## src/rtl/iagc_pkg.sv

```systemverilog
`default_nettype none
// =============================================================================
// iagc_pkg: shared IAGC status codes, ADC widths and decimator state encoding.
// Revision: 1.0
// =============================================================================
package iagc_pkg;

   localparam int ZMOD_DATA_SIZE = 14;
   localparam int MAX_DEC_LOG2   = 8;

   typedef enum logic [3:0] {
      IAGC_RESET   = 4'd0,
      IAGC_INIT    = 4'd1,
      IAGC_SET_DEC = 4'd2,
      IAGC_SAMPLE  = 4'd3,
      IAGC_ADJUST  = 4'd4,
      IAGC_HALT    = 4'd5
   } iagc_status_t;

   typedef enum logic {
      DEC_IDLE = 1'b0,
      DEC_RUN  = 1'b1
   } dec_state_t;

endpackage
`default_nettype wire

```

## src/rtl/decim_accumulator.sv

```systemverilog
`default_nettype none
// =============================================================================
// decim_accumulator: per-channel signed window sum with arithmetic-shift average.
// Only built when ADC_DECIMATOR_AVERAGE_EN is defined. Revision: 1.0
// =============================================================================
`ifdef ADC_DECIMATOR_AVERAGE_EN
module decim_accumulator #(
   parameter int DATA_W  = 14,
   parameter int ACC_W   = 22,
   parameter int SHIFT_W = 4
) (
   input  logic                     i_clock,
   input  logic                     i_reset,
   input  logic                     i_clear,
   input  logic                     i_add,
   input  logic                     i_wrap,
   input  logic signed [DATA_W-1:0] i_data,
   input  logic [SHIFT_W-1:0]       i_shift,
   output logic [DATA_W-1:0]        o_result
);
   import iagc_pkg::*;

   logic signed [ACC_W-1:0] r_acc;
   logic signed [ACC_W-1:0] w_data_ext;
   logic signed [ACC_W-1:0] w_sum;
   logic signed [ACC_W-1:0] w_shifted;
   logic                    w_unused_hi;

   assign w_data_ext  = $signed({{(ACC_W-DATA_W){i_data[DATA_W-1]}}, i_data});
   // The result includes the sample currently being accepted.
   assign w_sum       = r_acc + w_data_ext;
   assign w_shifted   = w_sum >>> i_shift;
   assign o_result    = w_shifted[DATA_W-1:0];
   assign w_unused_hi = ^w_shifted[ACC_W-1:DATA_W];

   always_ff @(posedge i_clock or posedge i_reset) begin
      if (i_reset) begin
         r_acc <= '0;
      end else if (i_clear || (i_add && i_wrap)) begin
         r_acc <= '0;
      end else if (i_add) begin
         r_acc <= w_sum;
      end
   end

endmodule
`endif
`default_nettype wire

```

## src/rtl/adc_decimator.sv

```systemverilog
`default_nettype none
// =============================================================================
// adc_decimator: decimates the ZMOD reference/error stream by 2^k with a sample
// strobe; ADC_DECIMATOR_AVERAGE_EN adds boxcar averaging. Revision: 1.0
// =============================================================================
module adc_decimator #(
   parameter int ZMOD_DATA_SIZE = iagc_pkg::ZMOD_DATA_SIZE,
   parameter int DEC_LOG2_SIZE  = 4,
   parameter int MAX_DEC_LOG2   = iagc_pkg::MAX_DEC_LOG2
) (
   input  logic                             i_clock,
   input  logic                             i_reset,
   input  logic signed [ZMOD_DATA_SIZE-1:0] i_reference,
   input  logic signed [ZMOD_DATA_SIZE-1:0] i_error,
   input  logic                             i_valid,
   input  logic                             i_enable,
   input  logic [DEC_LOG2_SIZE-1:0]         i_dec_log2,
   input  logic                             i_dec_load,
   output logic signed [ZMOD_DATA_SIZE-1:0] o_reference,
   output logic signed [ZMOD_DATA_SIZE-1:0] o_error,
   output logic                             o_sample,
   output logic [DEC_LOG2_SIZE-1:0]         o_dec_log2
);
   import iagc_pkg::*;

   localparam int CNT_W = (MAX_DEC_LOG2 > 0) ? MAX_DEC_LOG2 : DEC_LOG2_SIZE + 1;
   localparam logic [31:0] C_MAX_K_FULL = MAX_DEC_LOG2;
   localparam logic [DEC_LOG2_SIZE-1:0] C_MAX_K = C_MAX_K_FULL[DEC_LOG2_SIZE-1:0];

   dec_state_t                  r_state;
   dec_state_t                  w_state_next;
   logic [DEC_LOG2_SIZE-1:0]    r_dec_log2;
   logic [CNT_W-1:0]            r_count;
   logic [CNT_W-1:0]            w_term;
   logic                        w_accept;
   logic                        w_complete;
   logic                        w_clear;
   logic [ZMOD_DATA_SIZE-1:0]   w_ref_sample;
   logic [ZMOD_DATA_SIZE-1:0]   w_err_sample;
   logic signed [ZMOD_DATA_SIZE-1:0] r_reference;
   logic signed [ZMOD_DATA_SIZE-1:0] r_error;
   logic                        r_sample;

   assign w_term     = ~({CNT_W{1'b1}} << r_dec_log2);
   assign w_complete = w_accept && (r_count == w_term);
   // A load, an idle state or a dropped enable all discard the partial window.
   assign w_clear    = i_dec_load || !((r_state == DEC_RUN) && i_enable);

   always_comb begin
      w_state_next = r_state;
      w_accept     = 1'b0;
      case (r_state)
         DEC_IDLE: begin
            if (i_enable) begin
               w_state_next = DEC_RUN;
            end
         end
         DEC_RUN: begin
            if (!i_enable) begin
               w_state_next = DEC_IDLE;
            end else if (i_valid && !i_dec_load) begin
               w_accept = 1'b1;
            end
         end
         default: w_state_next = DEC_IDLE;
      endcase
   end

   always_ff @(posedge i_clock or posedge i_reset) begin
      if (i_reset) begin
         r_state <= DEC_IDLE;
      end else begin
         r_state <= w_state_next;
      end
   end

   always_ff @(posedge i_clock or posedge i_reset) begin
      if (i_reset) begin
         r_dec_log2 <= '0;
      end else if (i_dec_load) begin
         r_dec_log2 <= (i_dec_log2 > C_MAX_K) ? C_MAX_K : i_dec_log2;
      end
   end

   always_ff @(posedge i_clock or posedge i_reset) begin
      if (i_reset) begin
         r_count <= '0;
      end else if (w_clear || w_complete) begin
         r_count <= '0;
      end else if (w_accept) begin
         r_count <= r_count + CNT_W'(1);
      end
   end

`ifdef ADC_DECIMATOR_AVERAGE_EN
   decim_accumulator #(
      .DATA_W  (ZMOD_DATA_SIZE),
      .ACC_W   (ZMOD_DATA_SIZE + MAX_DEC_LOG2),
      .SHIFT_W (DEC_LOG2_SIZE)
   ) u_acc_reference (
      .i_clock  (i_clock),
      .i_reset  (i_reset),
      .i_clear  (w_clear),
      .i_add    (w_accept),
      .i_wrap   (w_complete),
      .i_data   (i_reference),
      .i_shift  (r_dec_log2),
      .o_result (w_ref_sample)
   );

   decim_accumulator #(
      .DATA_W  (ZMOD_DATA_SIZE),
      .ACC_W   (ZMOD_DATA_SIZE + MAX_DEC_LOG2),
      .SHIFT_W (DEC_LOG2_SIZE)
   ) u_acc_error (
      .i_clock  (i_clock),
      .i_reset  (i_reset),
      .i_clear  (w_clear),
      .i_add    (w_accept),
      .i_wrap   (w_complete),
      .i_data   (i_error),
      .i_shift  (r_dec_log2),
      .o_result (w_err_sample)
   );
`else
   assign w_ref_sample = i_reference;
   assign w_err_sample = i_error;
`endif

   always_ff @(posedge i_clock or posedge i_reset) begin
      if (i_reset) begin
         r_sample    <= 1'b0;
         r_reference <= '0;
         r_error     <= '0;
      end else begin
         r_sample <= w_complete;
         if (w_complete) begin
            r_reference <= $signed(w_ref_sample);
            r_error     <= $signed(w_err_sample);
         end
      end
   end

   assign o_sample    = r_sample;
   assign o_reference = r_reference;
   assign o_error     = r_error;
   assign o_dec_log2  = r_dec_log2;

endmodule
`default_nettype wire
```

## config.mk

```make
export PLATFORM = sky130hd
export DESIGN_NAME = adc_decimator
export DESIGN_NICKNAME = d
export VERILOG_FILES = /design/src/rtl/iagc_pkg.sv /design/src/rtl/decim_accumulator.sv /design/src/rtl/adc_decimator.sv
export SDC_FILE = /design/constraint.sdc
export NUM_CORES = 1
export LEC_CHECK = 0
export BUFFER_PORTS_ARGS = -buffer_cell sky130_fd_sc_hd__buf_4
export CAP_MARGIN = 20
export CORE_MARGIN = 2
export CORE_UTILIZATION = 49
export CTS_CLUSTER_DIAMETER = 80
export DETAILED_ROUTE_END_ITERATION = 16
export GPL_ROUTABILITY_DRIVEN = 1
export PLACE_DENSITY = 0.79
export RECOVER_POWER = 25
export REMOVE_ABC_BUFFERS = 1
export SLEW_MARGIN = 40
export SYNTH_ARGS = -nofsm -noshare
export SYNTH_HDL_FRONTEND = slang
export SYNTH_HIERARCHICAL = 1
export SYNTH_SLANG_ARGS = --single-unit
```

## constraint.sdc

```tcl
create_clock -name i_clock -period 3.3 [get_ports i_clock]
set_clock_uncertainty 0.1 [all_clocks]
set_input_delay 0.165 -clock i_clock [delete_from_list [all_inputs] [get_ports i_clock]]
set_output_delay 0.165 -clock i_clock [all_outputs]
set_load 0.005 [all_outputs]
```

# Word-level counts from Yosys, hierarchy flattened
# Cells that the tools add are included.
# W data, S select, Z words.
[totals] register_bits=42 input_bits=37 output_inout_bits=33 elab_cells=26
[op_classes] addsub=1 order_cmp=1 n_eq_ne=1 n_shift=1 mux=7 bitwise=1 reduce_logical=8
[ops] cell="$mux W8" count=2
[ops] cell="$add A8 B1 Y8 const B" count=1
[ops] cell="$eq A8 B8 Y1" count=1
[ops] cell="$not A8 Y8" count=1
[ops] cell="$shl A8 B4 Y8 const A" count=1
[ops] cell="$gt A4 B4 Y1 const B" count=1
[ops] cell="$mux W1" count=4
[ops] cell="$mux W4" count=1
[ops] cell="$logic_and A1 B1 Y1" count=3
[ops] cell="$logic_not A1 Y1" count=2
[ops] cell="$logic_or A1 B1 Y1" count=2
[ops] cell="$reduce_bool A2 Y1" count=1

# Logic depth before layout (Yosys ltp)
# Gate-level depths: netlist of the first run.
[logic_depth] word_depth=8 depth_mapped=7 ltp_nobuf=5

# Least setup slack after synthesis of the first run
# OpenSTA, ideal clock, no wires.
[synth_path] kind="flip-flop to flip-flop" start="reg r_dec_log2[3], in the netlist o_dec_log2[3]" end="reg r_error[0], in the netlist o_error[0]" setup_ns=0.125 t_arrival_ns=2.182 t_required_ns=3.075 slack_ns=0.893 stages_incl_launch_ff=8 path_buffers=2 synth_period_minus_slack_ns=2.407 path_cell_list="dfrtp_1 > buf_6 > or3_1 > a21oi_1 > nand3_1 > nor4_4 > buf_6 > mux2_4"
[synth_via] elab_chain_len=4
[synth_rtl] element="from (decl)" line="adc_decimator.sv:32" source="logic [DEC_LOG2_SIZE-1:0] r_dec_log2;"
[synth_rtl] element="from (signal assigned)" line="adc_decimator.sv:81" source="r_dec_log2 <= (i_dec_log2 > C_MAX_K) ? C_MAX_K : i_dec_log2;"
[synth_rtl] element="$shl A8 B4 Y8" line="adc_decimator.sv:44" source="assign w_term = ~({CNT_W{1'b1}} << r_dec_log2);"
[synth_rtl] element="$not A8 Y8" line="adc_decimator.sv:44"
[synth_rtl] element="$eq A8 B8 Y1" line="adc_decimator.sv:45" source="assign w_complete = w_accept && (r_count == w_term);"
[synth_rtl] element="$logic_and A1 B1 Y1" line="adc_decimator.sv:45"
[synth_rtl] element="to (signal assigned)" line="adc_decimator.sv:139" source="r_error <= $signed(w_err_sample);"
[synth_rtl] element="to (decl)" line="adc_decimator.sv:41" source="logic signed [ZMOD_DATA_SIZE-1:0] r_error;"
# No other way between the ends.
# A chain may end at the register's enable or synchronous reset.

# Final worst setup path of the first run
[layout_path] start="reg r_dec_log2[2], in the netlist o_dec_log2[2]" end="reg r_error[12], in the netlist o_error[12]"
# The elaborated chain is that of the path after synthesis.

==> impl_results.md, run 1 <==
* Unrepaired setup endpoints after global routing: false
* Largest net degree at the start of global routing at 43
* Setup Fix Bufs, Post-CTS at 0
* DRC at 0
* # fillers at 246
* Maximum vdd drop at 0.000289 V
* Final period utilization at 0.782
* Compound-Gate Fraction of Synth Area at 0.0461
* IO buf count at 69
* Flop-to-flop setup slack at 0.72 ns
* Post-CTS sizing at 0
* Setup CP Type: reg2reg
* Drt pass-1 iters at 4
* Synthesized area at 0.00193 mm2
* Clock latency at the later pin of the worst-skew pair at 0.29 ns
* F_max at 0.387 GHz
* CTS H-tree lvls at 2
* CTS tree: done
* DRC marker count from the first detailed-route iteration at 72
* Chip width at 66.7 um
* TritonCTS Buffers at 5
* Adder-cell share of the synthesized area at 0.00649
* # hold bufs at CTS at 5
* Status: finished, final reports clean
* Leakage power at 1.34 nW
* First-pass GRT wire length at 6.67 mm
* Sequential fraction of the synthesis area at 0.545
* EDFF count, synth at 0
* Tot GR Track Use at 0.203
* FF+latch count, synth at 42
* Routability cong. at 0.750
* Final wirelength at 4.41 mm
* Largest family of logic cells by synthesized area: multiplexers
* Dpl hpwl at 2.97 mm
* Max cap viols at 0
* Layout area overhead at 38.9%
* Commonest non-fill, non-tap cell in the layout: buf_4
* Ys flop type: dfrtp_1
* Final number of hold-violating endpoints at 0
* Final Non-Filler Cells at 275
* Crit-path slowest cell: dfrtp_1
* Diodes inserted at 0
* Initial core utilization at 0.519
* Crit path to: o_error[12]$_DFFE_PP0P_
* Post-synth cell types at 32
* R2R depth at 6
* Clk root buf: clkbuf_8
* Row count at 22
* Via count at 1,417
* Crit-path cells: or3_1 -> a21oi_1 -> nand3_1 -> nor4_4 -> buf_4 -> mux2_2
* Finished Cell Area at 0.00268 mm2
* Chip Height at 66.7 um
* Ratio of total power to cell area at 399 mW/mm2
* Min Clock Period, post-route at 2.58 ns
* Nets at 265
* Slew margin rel. at 0.649
* Slew @ Worst Pin at 0.526 ns
* Multiplexer area fraction after synthesis at 0.213
* Core Area at 0.00372 mm2
* Placed insts at 256
* CP startpoint: o_dec_log2[2]$_DFFE_PP0P_
* Reg2reg end: o_error[12]$_DFFE_PP0P_
* Cells after Synth at 145
* Critical Path AT at 2.65 ns
* CTS Sinks at 42
* CP endpoint kind: flop
* Die area at 0.00445 mm2
* GRT overflow at 0
* Ys Warns at 6
* Routed Antenna Nets at 0
* Pins Over Slew Limit at 0
* Post-Synth Simple-Gate Area at 0.104
* Vias in the first global route at 1,401
* Syn_area_per_cell at 13.3 um2
* Power after layout at 1.07 mW
* Final setup vio count at 0
* Vias per Instance at 5.15
* Detailed-route wire length per cell at 16.0 um
* Most frequent cells in the layout: 57 x buf_4, 42 x dfrtp_1, 20 x mux2_4, 12 x dlygate4sd3_1, 12 x clkbuf_4
* Startpoint types: flop
* Clock Tree Buf Depth at 2
* Initial antenna violation count at 0
* Worst Path Max Fanout at 36
* Xor and xnor area share after synthesis at 0.0409
* Worst min path class: in2reg
* Post-Place Cell Area at 0.00245 mm2
* IO Count at 70
* Clock transition at path regs at 0.08 ns
* Worst stage delay on the critical path at 0.49 ns
* CP required at 3.37 ns
* Ys async rst share at 1.00
* R2r startpoint: o_dec_log2[2]$_DFFE_PP0P_
* Layout cells sized above 1 at 0.467
Yosys cell counts, drive strengths merged (2+ instances only):
library cell	count	share of area
or3	2	0.0065
a21oi	2	0.0052
nor4	2	0.014
dfrtp	42	0.55
nand4	2	0.0065
nand3	6	0.016
xor2	6	0.027
mux2	29	0.21
o21ai	4	0.010
o22ai	3	0.0097
nor2	4	0.0078
nand2	8	0.016
nor3	10	0.026
inv	4	0.0078
buf	7	0.034
xnor2	3	0.014
critical path: cells and delay by family (launching register included):
family / cells / cell delay, ns
DFF: 1 / 0.49
AOI/OAI and AO/OA: 1 / 0.15
muxes: 1 / 0.40
and+or+nand+nor: 3 / 0.83
buffers and inverters: 1 / 0.49
per-stage QoR:
stage	setup TNS, ns	util	hold WS (ns)	setup WS, ns
after floorplan	-0.416	-	0.0964	-0.0642
after global placement	0	0.660	0.194	0.810
after detailed placement	0	0.660	0.201	0.742
after CTS	0	0.704	0.0000875	0.736
after global routing	0	0.721	0.000870	0.587
final	0	0.721	0.00500	0.719
how the worst min path moves through the flow:
stage                               from  depth (start not counted)                          to
final                     i_reference[6]                          2  o_reference[6]$_DFFE_PP0P_
after global routing      i_reference[9]                          2  o_reference[9]$_DFFE_PP0P_
after CTS                     i_error[9]                          2      o_error[9]$_DFFE_PP0P_
after detailed placement        i_enable                          1           r_state$_DFF_PP0_
after global placement          i_enable                          1           r_state$_DFF_PP0_
after floorplan                 i_enable                          0           r_state$_DFF_PP0_
cell type report:
| class | instances | area (um2) | share of cell area |
|---|---|---|---|
| clock inverter | 1 | 30.0 | 0.0112 |
| clock buffer | 6 | 82.6 | 0.0308 |
| timing repair buffer | 83 | 646 | 0.241 |
| inverter | 4 | 15.0 | 0.00561 |
| sequential | 42 | 1050 | 0.393 |
| multi-input combinational | 91 | 793 | 0.296 |
| tap | 48 | 60.1 | 0.0224 |
logic make-up (layout without fill, tap and decap cells):
| family | Yosys count | after routing |
|---|---|---|
| flops | 42 | 42 |
| simple gates | 37 | 37 |
| buf+inv | 12 | 94 |
| fa+ha+maj | 1 | 1 |
| xor+xnor | 9 | 9 |
| compound gates | 14 | 14 |
| mux | 30 | 30 |
layer usage:
layer,routed length (um),up-vias,track usage,share of wire
met5,0,-,0,0
met4,36,0,0.0510,0.0082
met3,197,5,0.0557,0.045
met2,2520,51,0.356,0.57
met1,1660,690,0.247,0.38
li1,-,671,-,-
power breakdown:
group          switching (mW)  total, mW  internal, mW
Combinational          0.0461      0.119        0.0730
Sequential             0.0161      0.542         0.526
Clock                   0.166      0.408         0.242
Total                   0.228       1.07         0.841
flip-flops by register name, summed over array words and instances, names as in the netlist:
signal and count:
o_sample 1, r_state 1, o_dec_log2 4, o_reference 14, r_count 8, o_error 14
Note: power is estimated with default switching activity, not from simulation.
==> inputs of run 2 (changes only) <==
--- a/config.mk
+++ b/config.mk
@@ -8,11 +8,11 @@
 export BUFFER_PORTS_ARGS = -buffer_cell sky130_fd_sc_hd__buf_4
 export CAP_MARGIN = 20
 export CORE_MARGIN = 2
-export CORE_UTILIZATION = 49
+export CORE_UTILIZATION = 44
 export CTS_CLUSTER_DIAMETER = 80
 export DETAILED_ROUTE_END_ITERATION = 16
 export GPL_ROUTABILITY_DRIVEN = 1
-export PLACE_DENSITY = 0.79
+export PLACE_DENSITY = 0.75
 export RECOVER_POWER = 25
 export REMOVE_ABC_BUFFERS = 1
 export SLEW_MARGIN = 40
==> constraint.sdc (replaced) <==
create_clock -name i_clock -period 2.22 [get_ports i_clock]
set_clock_uncertainty 0.1 [all_clocks]
set_input_delay 0.111 -clock i_clock [delete_from_list [all_inputs] [get_ports i_clock]]
set_output_delay 0.111 -clock i_clock [all_outputs]
set_load 0.005 [all_outputs]
==> run 2 against run 1 <==
Net effect: routed wire length increased by 15%; global-route usage increased by 1.5 points; via count increased by 14%; flip-flop and latch count unchanged; sequential share of layout area decreased by 5.5 points; die area increased by 11%; core utilization increased by 0.64 points; critical path depth increased by 1; power increased by 54%; first-iteration DRC count increased by 1.4%; largest power group unchanged; highest routed layer unchanged.
==> impl_results.md, run 2 (same netlist as run 1, synthesis figures left out) <==
* Area occupied by multi-input gates at 823 um2
* Maximum vdd drop at 0.000485 V
* Most frequent cells in the layout: 59 x buf_4, 41 x dfrtp_1, 35 x dlygate4sd3_1, 21 x mux2_4, 17 x clkbuf_4
* Diodes inserted at 0
* Layout area overhead at 61.9%
* Post-Place Cell Area at 0.00255 mm2
* Nets at 306
* Commonest non-fill, non-tap cell in the layout: buf_4
* Startpoint types: flop
* Worst min path class: in2reg
* Routability cong. at 0.776
* First-pass GRT wire length at 8.34 mm
* Slew margin rel. at 0.647
* Final setup vio count at 0
* Final number of hold-violating endpoints at 0
* Vias in the first global route at 1,749
* Clock latency at the later pin of the worst-skew pair at 0.29 ns
* Finished Cell Area at 0.00312 mm2
* Ratio of total power to cell area at 528 mW/mm2
* Die area at 0.00493 mm2
* Chip width at 70.2 um
* Min Clock Period, post-route at 2.20 ns
* Max cap viols at 0
* Initial core utilization at 0.449
* Vias per Instance at 5.05
* Storage cell area at 0.00105 mm2
* Core Area at 0.00429 mm2
* WHS at 0.0434 ns
* Leakage power at 1.53 nW
* CP dominant cell by count: buf_6
* Final Non-Filler Cells at 321
* IO buf count at 69
* Unrepaired setup endpoints after global routing: true
* Critical Path AT at 2.28 ns
* Largest net degree at the start of global routing at 43
* F_max at 0.455 GHz
* CTS tree: done
* DRC at 0
* DRC marker count from the first detailed-route iteration at 73
* CTS Sinks at 42
* Setup CP Type: reg2reg
* IO Count at 70
* Power after layout at 1.65 mW
* Layout Utilization at 0.727
* Final period utilization at 0.991
* Initial antenna violation count at 0
* Worst Path Max Fanout at 8
* TritonCTS Buffers at 5
* # fillers at 283
* Row count at 24
* Pins Over Slew Limit at 0
* GRT overflow at 0
* Via count at 1,621
* Clock Tree Buf Depth at 2
* Status: finished, final reports clean
* Drt pass-1 iters at 4
* Final wirelength at 5.06 mm
* CP required at 2.30 ns
* Tot GR Track Use at 0.218
* Dpl hpwl at 2.89 mm
* Routed Antenna Nets at 0
* Clk root buf: clkbuf_8
* Detailed-route wire length per cell at 15.8 um
* Chip Height at 70.2 um
* Crit-path slowest cell: dfrtp_1
* Layout cells sized above 1 at 0.472
* Crit-path cells: buf_6 -> or3_4 -> a2bb2oi_2 -> nor4_4 -> buf_6 -> buf_8 -> mux2_2
* Clock transition at path regs at 0.08 ns
* Worst stage delay on the critical path at 0.41 ns
* CP endpoint kind: flop
* Slew @ Worst Pin at 0.529 ns
* Placed insts at 271
* CTS H-tree lvls at 2
==> run 2: critical path: cells and delay by family (launching register included) <==
family / cells / cell delay (ns)
AOI/OAI and AO/OA: 1 / 0.16
buffers and inverters: 3 / 0.49
DFF: 1 / 0.41
muxes: 1 / 0.34
and+or+nand+nor: 2 / 0.60
==> run 2: final timing paths <==
check | start | end | slack [ns] | cells after the start
worst max-delay path | o_dec_log2[2]$_DFFE_PP0P_ | o_error[11]$_DFFE_PP0P_ | 0.02 | 7
worst min-delay path | i_valid | r_count[0]$_DFFE_PP0P_ | 0.04 | 3
worst max register to register | o_dec_log2[2]$_DFFE_PP0P_ | o_error[11]$_DFFE_PP0P_ | 0.02 | 7
worst min register to register | o_reference[1]$_DFFE_PP0P_ | o_reference[1]$_DFFE_PP0P_ | 0.40 | 1
max in group asynchronous | i_reset | o_dec_log2[1]$_DFFE_PP0P_ | 1.20 | 4
min in group asynchronous | i_reset | o_reference[12]$_DFFE_PP0P_ | 0.44 | 4
==> run 2: final cells by class <==
class                           count  share of cell area
Timing Repair Buffer              124               0.339
Sequential cell                    42               0.337
Inverter                            4             0.00481
Multi-Input combinational cell     91               0.264
Clock buffer                        5              0.0220
Clock inverter                      3              0.0128
Tap cell                           52              0.0208
==> run 2: layer usage <==
metal | track usage | part of all wire
met5 | 0 | 0
met4 | 0.0641 | 0.018
met3 | 0.0722 | 0.067
met2 | 0.367 | 0.51
met1 | 0.267 | 0.41
==> run 2: power by group <==
group / switching, mW / internal [mW] / total (mW)
sequential: 0.0157 / 0.783 / 0.798
clock: 0.264 / 0.331 / 0.595
combinational: 0.0942 / 0.160 / 0.254
==> run 2: stage by stage <==
step                      setup slack, ns  setup TNS (ns)
after detailed placement          -0.0373          -0.148
after CTS                         0.00189               0
after global routing              -0.0333          -0.276
after global placement             0.0152               0
after floorplan                     -1.14          -37.14
final                              0.0200               0
==> run 2: timing repair <==
action,in CTS,in global routing
gates cloned,1,1
pin swaps,1,1
setup buffers,1,4
endpoints found under the setup margin,25,28
hold buffers,35,0
gates resized for setup,6,7
hold endpoints to repair,75,0
